`src/rtl/mips_pkg.sv`:
```
// Shared MIPS ID-stage definitions: opcode/funct/REGIMM encodings, sequencer
// state encoding and the control-class decoder.
package mips_pkg;

  localparam int unsigned XLEN = 32;

  localparam logic [5:0] OP_SPECIAL = 6'h00;
  localparam logic [5:0] OP_REGIMM  = 6'h01;
  localparam logic [5:0] OP_J       = 6'h02;
  localparam logic [5:0] OP_JAL     = 6'h03;
  localparam logic [5:0] OP_BEQ     = 6'h04;
  localparam logic [5:0] OP_BNE     = 6'h05;
  localparam logic [5:0] OP_BLEZ    = 6'h06;
  localparam logic [5:0] OP_BGTZ    = 6'h07;

  localparam logic [5:0] FN_JR      = 6'h08;
  localparam logic [5:0] FN_JALR    = 6'h09;

  localparam logic [4:0] RT_BLTZ    = 5'h00;
  localparam logic [4:0] RT_BGEZ    = 5'h01;
  localparam logic [4:0] RT_BLTZAL  = 5'h10;
  localparam logic [4:0] RT_BGEZAL  = 5'h11;

  typedef enum logic [1:0] {
    IDLE,
    WAIT_OPND,
    REDIRECT,
    DSLOT
  } seq_state_t;

  typedef enum logic [1:0] {
    CLS_NONE,
    CLS_COND,
    CLS_JUMP,
    CLS_REG
  } ctrl_class_t;

  typedef struct packed {
    ctrl_class_t cls;
    logic        link;
    logic        link_rd;
  } ctrl_info_t;

  // link_rd marks JALR, whose link destination comes from the rd field
  function automatic ctrl_info_t decode_ctrl(input logic [5:0] opcode,
                                             input logic [4:0] rt,
                                             input logic [5:0] funct);
    ctrl_info_t info;
    info = '{cls: CLS_NONE, link: 1'b0, link_rd: 1'b0};
    case (opcode)
      OP_BEQ, OP_BNE, OP_BLEZ, OP_BGTZ: info.cls = CLS_COND;
      OP_REGIMM: begin
        case (rt)
          RT_BLTZ, RT_BGEZ: info.cls = CLS_COND;
          RT_BLTZAL, RT_BGEZAL: begin
            info.cls  = CLS_COND;
            info.link = 1'b1;
          end
          default: info.cls = CLS_NONE;
        endcase
      end
      OP_J: info.cls = CLS_JUMP;
      OP_JAL: begin
        info.cls  = CLS_JUMP;
        info.link = 1'b1;
      end
      OP_SPECIAL: begin
        case (funct)
          FN_JR: info.cls = CLS_REG;
          FN_JALR: begin
            info.cls     = CLS_REG;
            info.link    = 1'b1;
            info.link_rd = 1'b1;
          end
          default: info.cls = CLS_NONE;
        endcase
      end
      default: info.cls = CLS_NONE;
    endcase
    return info;
  endfunction

endpackage

```
`src/rtl/branch_target_calc.sv`:
```
// Combinational target generation for branch, jump and register-indirect
// control transfers, plus the return address written on link.
module branch_target_calc
  import mips_pkg::*;
(
  input  logic [XLEN-1:0] pc,
  input  logic [25:0]     instr_index,
  input  logic [XLEN-1:0] rs_value,
  output logic [XLEN-1:0] branch_target_c,
  output logic [XLEN-1:0] jump_target_c,
  output logic [XLEN-1:0] reg_target_c,
  output logic [XLEN-1:0] link_addr_c
);

  logic [XLEN-1:0] pc4;
  logic [XLEN-1:0] br_offset;

  always_comb begin
    pc4             = pc + XLEN'(4);
    br_offset       = {{(XLEN-18){instr_index[15]}}, instr_index[15:0], 2'b00};
    branch_target_c = pc4 + br_offset;
    jump_target_c   = {pc4[XLEN-1:XLEN-4], instr_index, 2'b00};
    reg_target_c    = rs_value;
    link_addr_c     = pc + XLEN'(8);
  end

endmodule

```
`src/rtl/branch_sequencer.sv`:
```
// ID-stage control-flow sequencer: resolves branches/jumps, issues a one-shot
// PC redirect, tracks the delay slot, drives link writes and branch statistics.
module branch_sequencer
  import mips_pkg::*;
#(
  parameter int unsigned CNT_WIDTH = 16,
  parameter logic [4:0]  LINK_REG  = 5'd31
) (
  input  logic                 clk,
  input  logic                 reset,
  input  logic                 id_valid,
  input  logic [XLEN-1:0]      id_instr,
  input  logic [XLEN-1:0]      id_pc,
  input  logic                 operand_ready,
  input  logic                 cond_taken,
  input  logic [XLEN-1:0]      rs_value,
  input  logic                 stall_ext,
  output logic                 pc_load,
  output logic [XLEN-1:0]      target_pc,
  output logic                 id_hold,
  output logic                 link_we,
  output logic [4:0]           link_reg,
  output logic [XLEN-1:0]      link_addr,
  output logic                 ds_pending,
  output logic                 ds_violation,
  output logic [CNT_WIDTH-1:0] branch_count,
  output logic [CNT_WIDTH-1:0] taken_count
);

  localparam logic [CNT_WIDTH-1:0] CNT_MAX = {CNT_WIDTH{1'b1}};

  seq_state_t      state;
  ctrl_info_t      info;
  logic            is_ctrl;
  logic            need_opnd;
  logic            taken;
  logic            resolve;
  logic [XLEN-1:0] resolved_target;
  logic [XLEN-1:0] branch_target;
  logic [XLEN-1:0] jump_target;
  logic [XLEN-1:0] reg_target;
  logic [XLEN-1:0] link_addr_nxt;

  branch_target_calc u_target (
    .pc              (id_pc),
    .instr_index     (id_instr[25:0]),
    .rs_value        (rs_value),
    .branch_target_c (branch_target),
    .jump_target_c   (jump_target),
    .reg_target_c    (reg_target),
    .link_addr_c     (link_addr_nxt)
  );

  // Classify the ID instruction and decide whether it resolves this cycle
  always_comb begin
    info            = decode_ctrl(id_instr[31:26], id_instr[20:16], id_instr[5:0]);
    is_ctrl         = id_valid && (info.cls != CLS_NONE);
    need_opnd       = (info.cls == CLS_COND) || (info.cls == CLS_REG);
    taken           = (info.cls == CLS_COND) ? cond_taken : 1'b1;
    resolve         = 1'b0;
    resolved_target = branch_target;
    case (info.cls)
      CLS_JUMP: resolved_target = jump_target;
      CLS_REG:  resolved_target = reg_target;
      default:  resolved_target = branch_target;
    endcase
    if (state == IDLE) begin
      resolve = is_ctrl && (!need_opnd || operand_ready);
    end else if (state == WAIT_OPND) begin
      resolve = is_ctrl && operand_ready;
    end
  end

  // An external stall freezes everything, including pulses already in flight
  always_ff @(posedge clk) begin
    if (reset) begin
      state        <= IDLE;
      pc_load      <= 1'b0;
      target_pc    <= '0;
      id_hold      <= 1'b0;
      link_we      <= 1'b0;
      link_reg     <= '0;
      link_addr    <= '0;
      ds_pending   <= 1'b0;
      ds_violation <= 1'b0;
      branch_count <= '0;
      taken_count  <= '0;
    end else if (!stall_ext) begin
      pc_load <= 1'b0;
      link_we <= 1'b0;
      if (resolve) begin
        target_pc  <= resolved_target;
        link_addr  <= link_addr_nxt;
        id_hold    <= 1'b0;
        ds_pending <= 1'b1;
        if (taken) begin
          state   <= REDIRECT;
          pc_load <= 1'b1;
        end else begin
          state <= DSLOT;
        end
        if (info.cls == CLS_COND) begin
          if (branch_count != CNT_MAX) branch_count <= branch_count + CNT_WIDTH'(1);
          if (taken && (taken_count != CNT_MAX)) taken_count <= taken_count + CNT_WIDTH'(1);
        end
        // AL branches write the return address whether or not they are taken
        if (info.link) begin
          link_we  <= 1'b1;
          link_reg <= info.link_rd ? id_instr[15:11] : LINK_REG;
        end
      end else begin
        case (state)
          IDLE: begin
            if (is_ctrl) begin
              state   <= WAIT_OPND;
              id_hold <= 1'b1;
            end
          end
          WAIT_OPND: begin
            if (!is_ctrl) begin
              state   <= IDLE;
              id_hold <= 1'b0;
            end
          end
          REDIRECT: state <= DSLOT;
          DSLOT: begin
            if (is_ctrl) ds_violation <= 1'b1;
            if (id_valid) begin
              state      <= IDLE;
              ds_pending <= 1'b0;
            end
          end
          default: state <= IDLE;
        endcase
      end
    end
  end

endmodule

```
`config.mk`:
```
export PLATFORM = sky130hd
export DESIGN_NAME = branch_sequencer
export DESIGN_NICKNAME = d
export VERILOG_FILES = /design/src/rtl/mips_pkg.sv /design/src/rtl/branch_target_calc.sv /design/src/rtl/branch_sequencer.sv
export SDC_FILE = /design/constraint.sdc
export NUM_CORES = 1
export LEC_CHECK = 0
export BUFFER_PORTS_ARGS = -buffer_cell sky130_fd_sc_hd__buf_4
export CORE_MARGIN = 1.5
export CORE_UTILIZATION = 54
export CTS_BUF_LIST = sky130_fd_sc_hd__clkbuf_8
export CTS_CLUSTER_SIZE = 10
export DETAILED_ROUTE_END_ITERATION = 10
export PLACE_DENSITY = 0.93
export SETUP_SLACK_MARGIN = 0.5
export SLEW_MARGIN = 30
export SYNTH_ARGS = -nofsm -noshare
export SYNTH_HDL_FRONTEND = slang
export SYNTH_SLANG_ARGS = --single-unit
```
`constraint.sdc`:
```
create_clock -name clk -period 5 [get_ports clk]
set_input_delay 0.25 -clock clk [delete_from_list [all_inputs] [get_ports clk]]
set_output_delay 0.25 -clock clk [all_outputs]
set_load 0.1 [all_outputs]
```
==> results of run 1 <==
## power groups by stage
stage          Sequential [mW]  Clock, mW  Combinational, mW
6_report                 0.877      0.651              0.529
5_1_grt                  0.878      0.691              0.571
4_1_cts                  0.877      0.654              0.521
3_5_place_dp             0.897          0              0.519
3_3_place_gp             0.896          0              0.511
2_1_floorplan            0.967          0              0.282
## cell usage in the layout (no fill, tap or decap), types with 7 or more instances in the layout
cell and n:
a211oi_1 49, a22o_1 9, inv_1 14, and3_1 17, a221oi_1 15, a21o_1 16
nor2_1 115, ha_1 33, dfxtp_1 108, and2_1 8, nor4_1 7, o21ai_0 16
nand4_1 18, a21oi_1 43, a31oi_1 10, nand2_1 70, nor3_1 36, clkbuf_8 11
buf_4 215, nand3_1 40, xnor2_1 73, xor2_1 32, a222oi_1 12, and4_1 10
## routing by layer
metal	part of all wire, %	GRT usage [%]	routed length (um)	up-vias
li1	-	-	-	3648
met1	42	41.7	9490	3529
met2	46	50.5	10300	332
met3	8.2	6.23	1830	53
met4	3.4	13.9	772	0
met5	0	0	0	-
## worst max path at each step
stage                     cells past startpoint            end  slack, ns      from
after floorplan                              16  target_pc[28]       1.14  id_pc[5]
after global placement                       16  target_pc[28]       0.81  id_pc[3]
after detailed placement                     16  target_pc[28]       0.66  id_pc[3]
after CTS                                    16  target_pc[28]       1.08  id_pc[3]
after global routing                         16  target_pc[28]       0.77  id_pc[3]
final                                        16  target_pc[28]       1.03  id_pc[3]
## cell families (layout without fill, tap and decap cells)
group | Yosys count | count (layout) | share of synthesized area [%]
flops | 108 | 108 | 30.1
mux | 4 | 4 | 0.574
simple gates | 356 | 356 | 25.0
xor+xnor | 105 | 105 | 12.8
fa+ha+maj | 34 | 34 | 6.02
buf+inv | 70 | 247 | 3.88
compound gates | 215 | 215 | 21.7
## cell type report
class                           count  area (um2)
Clock buffer                       11         151
Clock inverter                      5        88.8
Fill cell                        1057        3740
Inverter                           14        52.6
Multi-Input combinational cell    714        4770
Sequential cell                   108        2160
Tap cell                          172         215
Timing Repair Buffer              217        1650
==> metrics.yaml, run 1 <==
die:
  coreArea_mm2: 0.0128
  die_h_um: 118
  die_area_mm2: 0.0140
  rows: 41
  io_pins: 208
  start_util_pct: 56.1
  die_x_um: 118
placement:
  dp.cells: 1225
  postPlaceCellArea_mm2: 0.00885
  io_buffer_count: 207
  post-dp-hpwl_mm: 16.9
  post-place-ws_ns: 0.665
  gp_congestion: 0.969
timing:
  setup_viol: 0
  timing.fmax_ghz: 0.252
  worst_slew_pin_slew_ns: 0.901
  fin_skew_ns: 0.00715
  maxSlewViolCount: 0
  min_period_over_period_pct: 79.5
  hold_violations: 0
  whs_ns: 0.0514
  setup-tns-final_ns: 0
  min_period_ns: 3.97
  max_slew_margin_pct: 39.7
  fin_ws_ns: 1.03
  rsz0062_at_grt: "false"
logic_synthesis:
  ys_seq_elements: 108
  ys.flop_type: "dfxtp_1"
  synth_area_leaders: "dfxtp_1 (30%), xnor2_1 (8.9%), nor2_1 (6.0%)"
  synth_cells: 892
  synth_warnings: 0
  synth_top_cell_area_share_pct: 30.1
  synthTopCellsByCount: "nor2_1 (115), dfxtp_1 (108), xnor2_1 (73)"
  ys_async_sr_fraction_pct: 0
  ys_seq_area_share_pct: 30.1
  netlist_area_mm2: 0.00719
  yosysUniqueCellTypes: 68
  yosys.area.top_type: "dfxtp_1"
  yosysMostFrequentCell: "nor2_1"
  synth_edf_count: 0
  synth_area_per_cell_um2: 8.07
  syn_nets: 1028
pwr:
  p_sw_share_pct: 32.0
  peakVddDrop_v: 0.000226
  clock_power_share_pct: 31.6
  leakagePower_nw: 3.56
  p_comb_share_pct: 25.7
  power_mw: 2.06
  internal_power_mw: 1.40
  power.net_switching_mw: 0.659
  p_seq_share_pct: 42.6
  cellPowerDensity_mw_per_mm2: 226
cells_and_area:
  final_design_area_no_fill_mm2: 0.00909
  syn_to_final_growth_pct: 26.3
  reg_top3: "link_addr (32), target_pc (32)"
  antenna_cells: 0
  drive_gt1_share_pct: 24.2
  nets: 1200
  instances_no_fill: 1241
  fin_util_pct: 70.8
route:
  viasPerCell: 6.09
  drtIter0Drc: 871
  num_vias: 7562
  drc_errors: 0
  wl_per_cell_um: 18.1
  drt_wl_total_mm: 22.4
  drt_pass1_iterations: 5
  ant_nets: 0
global_route:
  grt_pass1_vias: 7065
  grt_pass1_wl_mm: 36.3
  overflow: 0
  track_usage_pct: 31.7
  grt_max_degree: 115
  antenna_found_initial: 0
worst_hold_path:
  hold_end: "link_addr[3]"
  min_path_type: "primary input to flop"
  hold_depth: 2
  min_from: "id_pc[3]"
cts:
  clock_path_buffers: 2
  cts_resized: 0
  clkTransAtPathRegs_ns: 0.11
  ctsHoldBuffers: 0
  htreeDepth: 3
  postCtsSetupBuffers: 0
  cts_root_buffer: "clkbuf_8"
  cts_buffers: 9
  cts_tree: "done"
  clock_latency_ns: 0.39
  cts_sinks: 108
setup_path:
  r2r_end: "taken_count[15]"
  cp_max_fo: 7
  r2r_setup_slack_ns: 1.99
  arrival_ns: 4.28
  slowest_stage: "nor4_1"
  rr_worst_depth: 8
  critPathCaptureType: "flop"
  cp_top_family: "simple AND/OR/NAND/NOR gates"
  worstPathRequired_ns: 5.31
  reg2reg_from: "taken_count[3]"
  crit_chain: "buf_4 > ha_1 > and4_1 > and2_1 > nand3_1 > nor4_1 > nand2_1 > xnor2_1 > ha_1 > a21o_1 > a21o_1 > a211oi_1 > a21oi_2 > a41oi_1 > or4b_1 > a311oi_1"
  slowest_delay_ns: 0.60
  path_class: "primary input to flop"
  crit_buf_inv: 1
  cp-start-kind: "primary input"
flow_run:
  maxCapViolCount: 0
run_status:
  status: "finished clean"
Note: power is estimated with default switching activity, not from simulation.
==> run 2: changes to the inputs <==
clock period = 3.8 ns   (was 5 ns; I/O delays follow)
==> metrics.yaml, run 2 (synthesized netlist as in run 1, its figures left out) <==
setup_path:
  slowest_stage: "a211oi_1"
  cp-start-kind: "primary input"
  worstPathRequired_ns: 4.09  # -1.22 ns
  slowest_delay_ns: 0.39  # -0.21 ns
  cp_max_fo: 6  # -1
  crit_start: "id_pc[4]"
  path_class: "primary input to flop"
  crit_chain: "buf_4 > ha_4 > and4_4 > and2_4 > nand3_4 > nor4_4 > nand2_1 > xnor2_2 > ha_4 > a21o_1 > a21o_1 > a211oi_1 > a21oi_4 > buf_4 > a31oi_1 > xnor2_1 > o21ba_2"
  arrival_ns: 3.53  # -0.75 ns
  critPathCaptureType: "flop"
  reg2reg_from: "branch_count[3]"
global_route:
  grt_max_degree: 84  # -27%
  grt_pass1_wl_mm: 36.0  # -0.86%
  antenna_found_initial: 0  # unchanged
  overflow: 0  # unchanged
  track_usage_pct: 31.4  # -0.33 points
  grt_pass1_vias: 7117  # +0.74%
cells_and_area:
  reg_top3: "link_addr (32), target_pc (32)"
  layout_commonest_cell: "buf_4"
  nFillCells: 993  # -6.1%
  mostFrequentLayoutCells: "buf_4 (231), nor2_1 (114), dfxtp_1 (108), xnor2_1 (72), nand2_1 (70)"
  syn_to_final_growth_pct: 28.6
  fin_util_pct: 72.1  # +1.3 points
  nets: 1215  # +1.3%
  drive_gt1_share_pct: 26.7  # +2.4 points
  antenna_cells: 0  # unchanged
route:
  ant_nets: 0  # unchanged
  drtIter0Drc: 757  # -13%
  drt_pass1_iterations: 6  # +1
  num_vias: 7738  # +2.3%
  viasPerCell: 6.16  # +1.1%
  wl_per_cell_um: 18.3  # +1.2%
  drt_wl_total_mm: 23.0  # +2.4%
  drc_errors: 0  # unchanged
timing:
  min_period_ns: 3.23
  timing.fmax_ghz: 0.309
  fin_skew_ns: 0.0123  # +0.00516 ns
  setup-tns-final_ns: 0  # unchanged
  max_slew_margin_pct: 40.9  # +1.2 points
  setup_viol: 0  # unchanged
  worst_slew_pin_slew_ns: 0.886  # -0.0154 ns
  hold_violations: 0  # unchanged
  maxSlewViolCount: 0  # unchanged
  min_period_over_period_pct: 85.1
  rsz0062_at_grt: "true"
pwr:
  power_mw: 2.55  # +24%
  leakagePower_nw: 3.63  # +2.2%
  peakVddDrop_v: 0.000233  # +3.0%
  cellPowerDensity_mw_per_mm2: 275  # +22%
cts:
  clock_latency_ns: 0.40  # about the same
  clkTransAtPathRegs_ns: 0.11  # about the same
  cts_tree: "done"
  cts_root_buffer: "clkbuf_8"
  cts_sinks: 108  # unchanged
  htreeDepth: 3  # unchanged
  cts_buffers: 9  # unchanged
  clock_path_buffers: 2  # unchanged
worst_hold_path:
  min_path_type: "primary input to flop"
  min_from: "id_pc[0]"
placement:
  post-dp-hpwl_mm: 17.4  # +2.6%
  gp_congestion: 0.989  # +2.1%
  io_buffer_count: 207  # unchanged
flow_run:
  maxCapViolCount: 0  # unchanged
die:
  die_area_mm2: 0.0140  # unchanged
  die_h_um: 118  # unchanged
  start_util_pct: 56.1  # unchanged
  coreArea_mm2: 0.0128  # unchanged
  die_x_um: 118  # unchanged
  rows: 41  # unchanged
  io_pins: 208  # unchanged
run_status:
  status: "finished clean"
run 2: final cells by class:
class / count / area (um2) / share of cell area [%]
Multi-Input combinational cell: 714 / 4900 / 53.0
Sequential cell: 108 / 2160 / 23.4
Timing Repair Buffer: 232 / 1740 / 18.9
Tap cell: 172 / 215 / 2.33
Clock buffer: 9 / 124 / 1.34
Inverter: 14 / 52.6 / 0.568
Clock inverter: 7 / 51.3 / 0.555
run 2: routing by layer:
layer / global-route usage, % / wire (um)
met1: 41.9 / 9590
met2: 50.6 / 10500
met3: 5.69 / 2130
met4: 11.7 / 726
met5: 0 / 0
run 2: critical path, delay by kind of cell:
family | cells | cell delay [ns]
XOR/XNOR | 2 | 0.38
AO/OA/AOI/OAI | 6 | 1.25
buffers and inverters | 2 | 0.28
adder cells (fa/ha/maj) | 2 | 0.40
AND/OR/NAND/NOR | 5 | 1.01
run 2: path summary, 6_finish.rpt:
check / to / slack (ns) / depth (start not counted)
setup / recovery: target_pc[24] / 0.57 / 17
hold / removal: link_addr[0] / 0.06 / 3
setup reg to reg: branch_count[13] / 1.24 / 8
hold reg to reg: id_hold / 0.47 / 2
run 2: where the power goes:
part / switching, mW / internal (mW)
Combinational: 0.440 / 0.295
Clock: 0.415 / 0.242
Sequential: 0.00873 / 1.14
run 2: repair_timing:
action                     4_1_cts  5_1_grt
hold endpoints to repair         1        0
hold buffers                     1        0
pin swaps                        1       16
gates resized for setup          0       15
setup buffers                    0        8
setup endpoints to repair        1        9
run 2: per-stage QoR:
step,instance area [um2],hold WS (ns),instances,worst slack [ns]
2_1_floorplan,7260,0.286,892,0.505
3_3_place_gp,8930,0.406,1231,0.234
3_5_place_dp,8930,0.414,1231,0.0700
4_1_cts,9110,0.0427,1248,0.504
5_1_grt,9250,0.0612,1256,0.425
6_report,9250,0.0579,1256,0.566
==> run 3: changes to the inputs <==
RECOVER_POWER = 25   (was unset)
==> metrics.yaml, run 3 (synthesized netlist as in run 1, its figures left out) <==
run_status:
  status: "finished clean"
die:
  die_area_mm2: 0.0140  # unchanged
  die_x_um: 118  # unchanged
  start_util_pct: 56.1  # unchanged
  coreArea_mm2: 0.0128  # unchanged
  io_pins: 208  # unchanged
  rows: 41  # unchanged
  die_h_um: 118  # unchanged
worst_hold_path:
  min_path_type: "primary input to flop"
cells_and_area:
  syn_to_final_growth_pct: 25.8
  drive_gt1_share_pct: 21.8  # -4.9 points
  mostFrequentLayoutCells: "buf_4 (178), nor2_1 (114), dfxtp_1 (108), xnor2_1 (72), nand2_1 (70)"
  nFillCells: 1045  # +5.2%
  antenna_cells: 0  # unchanged
  reg_top3: "link_addr (32), target_pc (32)"
  final_design_area_no_fill_mm2: 0.00905  # -2.2%
  layout_commonest_cell: "buf_4"
  nets: 1215  # unchanged
route:
  drt_wl_total_mm: 23.0  # +0.31%
  drc_errors: 0  # unchanged
  wl_per_cell_um: 18.3  # +0.31%
  viasPerCell: 6.19  # +0.47%
  ant_nets: 0  # unchanged
  drt_pass1_iterations: 7  # +1
  drtIter0Drc: 780  # +3.0%
  num_vias: 7774  # +0.47%
cts:
  clock_path_buffers: 2  # unchanged
  cts_sinks: 108  # unchanged
  clock_latency_ns: 0.39  # about the same
  clkTransAtPathRegs_ns: 0.11  # about the same
  cts_root_buffer: "clkbuf_8"
  cts_tree: "done"
  cts_buffers: 9  # unchanged
  htreeDepth: 3  # unchanged
setup_path:
  cp-start-kind: "primary input"
  critPathCaptureType: "flop"
  cp_max_fo: 6  # unchanged
  worstPathRequired_ns: 4.10  # about the same
  arrival_ns: 3.53  # about the same
  path_class: "primary input to flop"
timing:
  min_period_over_period_pct: 85.0  # -0.15 points
  timing.fmax_ghz: 0.310  # +0.17%
  worst_slew_pin_slew_ns: 1.26  # +0.374 ns
  hold_violations: 0  # unchanged
  max_slew_margin_pct: 16.4  # -25 points
  fin_skew_ns: 0.0106  # -0.00172 ns
  rsz0062_at_grt: "true"
  setup_viol: 0  # unchanged
  setup-tns-final_ns: 0  # unchanged
  maxSlewViolCount: 0  # unchanged
  min_period_ns: 3.23  # -0.00556 ns
pwr:
  leakagePower_nw: 3.41  # -6.2%
  peakVddDrop_v: 0.000232  # -0.42%
  cellPowerDensity_mw_per_mm2: 281  # +2.0%
  power_mw: 2.54  # -0.17%
global_route:
  track_usage_pct: 31.4  # unchanged
  grt_max_degree: 84  # unchanged
  overflow: 0  # unchanged
  antenna_found_initial: 0  # unchanged
  grt_pass1_wl_mm: 36.0  # unchanged
  grt_pass1_vias: 7117  # unchanged
flow_run:
  maxCapViolCount: 0  # unchanged
placement:
  io_buffer_count: 207  # unchanged
  post-dp-hpwl_mm: 17.4  # unchanged
  gp_congestion: 0.989  # unchanged
  postPlaceCellArea_mm2: 0.00893  # unchanged
==> run 3: path summary, 6_finish.rpt <==
path,from,endpoint,cells past startpoint,slack (ns)
min reg2reg,id_hold,id_hold,2,0.47
max,id_pc[4],target_pc[28],16,0.57
max reg2reg,branch_count[3],branch_count[13],8,1.25
min,id_pc[0],link_addr[0],3,0.05
==> run 3: power by group <==
group	internal, mW	leakage (nW)	switching [mW]
logic	0.286	2.45	0.440
registers	1.15	0.872	0.00844
clock network	0.242	0.0909	0.419
==> run 3: worst max-delay path: stages <==
cell and delay, ns:
buf_4 0.12, ha_4 0.14, and4_4 0.23, and2_4 0.18, nand3_4 0.09, nor4_4 0.36, nand2_1 0.15, xnor2_2 0.19
ha_4 0.31, a21o_1 0.11, a21o_1 0.16, a211oi_2 0.10, a21oi_4 0.22, a41oi_2 0.15, or4b_1 0.53, a311oi_1 0.27
==> run 3: cell type report <==
class | count | area [um2] | area share [%]
multi-input combinational | 714 | 4900 | 54.1
sequential | 108 | 2160 | 23.9
timing repair buffer | 232 | 1550 | 17.1
tap | 172 | 215 | 2.38
clock buffer | 9 | 124 | 1.37
inverter | 14 | 52.6 | 0.581
clock inverter | 7 | 51.3 | 0.567
==> run 3: routing by layer <==
metal / track usage (%) / up-vias / part of all wire [%]
li1: - / 3676 / -
met1: 41.9 / 3646 / 42
met2: 50.6 / 405 / 46
met3: 5.69 / 47 / 9.7
met4: 11.7 / 0 / 3.0
met5: 0 / - / 0
==> run 3: per-stage QoR <==
stage	cells	util (%)	hold WS (ns)	setup WS, ns
global placement	1231	69.6	0.406	0.234
global route	1256	70.6	0.0612	0.425
floorplan	892	-	0.286	0.505
detailed placement	1231	69.6	0.414	0.0700
CTS	1248	71.1	0.0427	0.504
finish	1256	70.6	0.0550	0.571
==> run 3: what timing repair did <==
action / in CTS / in global routing
gates resized for setup: 0 / 15
hold endpoints to repair: 1 / 0
setup buffers: 0 / 8
pin swaps: 1 / 16
endpoints found under the setup margin: 1 / 9
hold buffers: 1 / 0
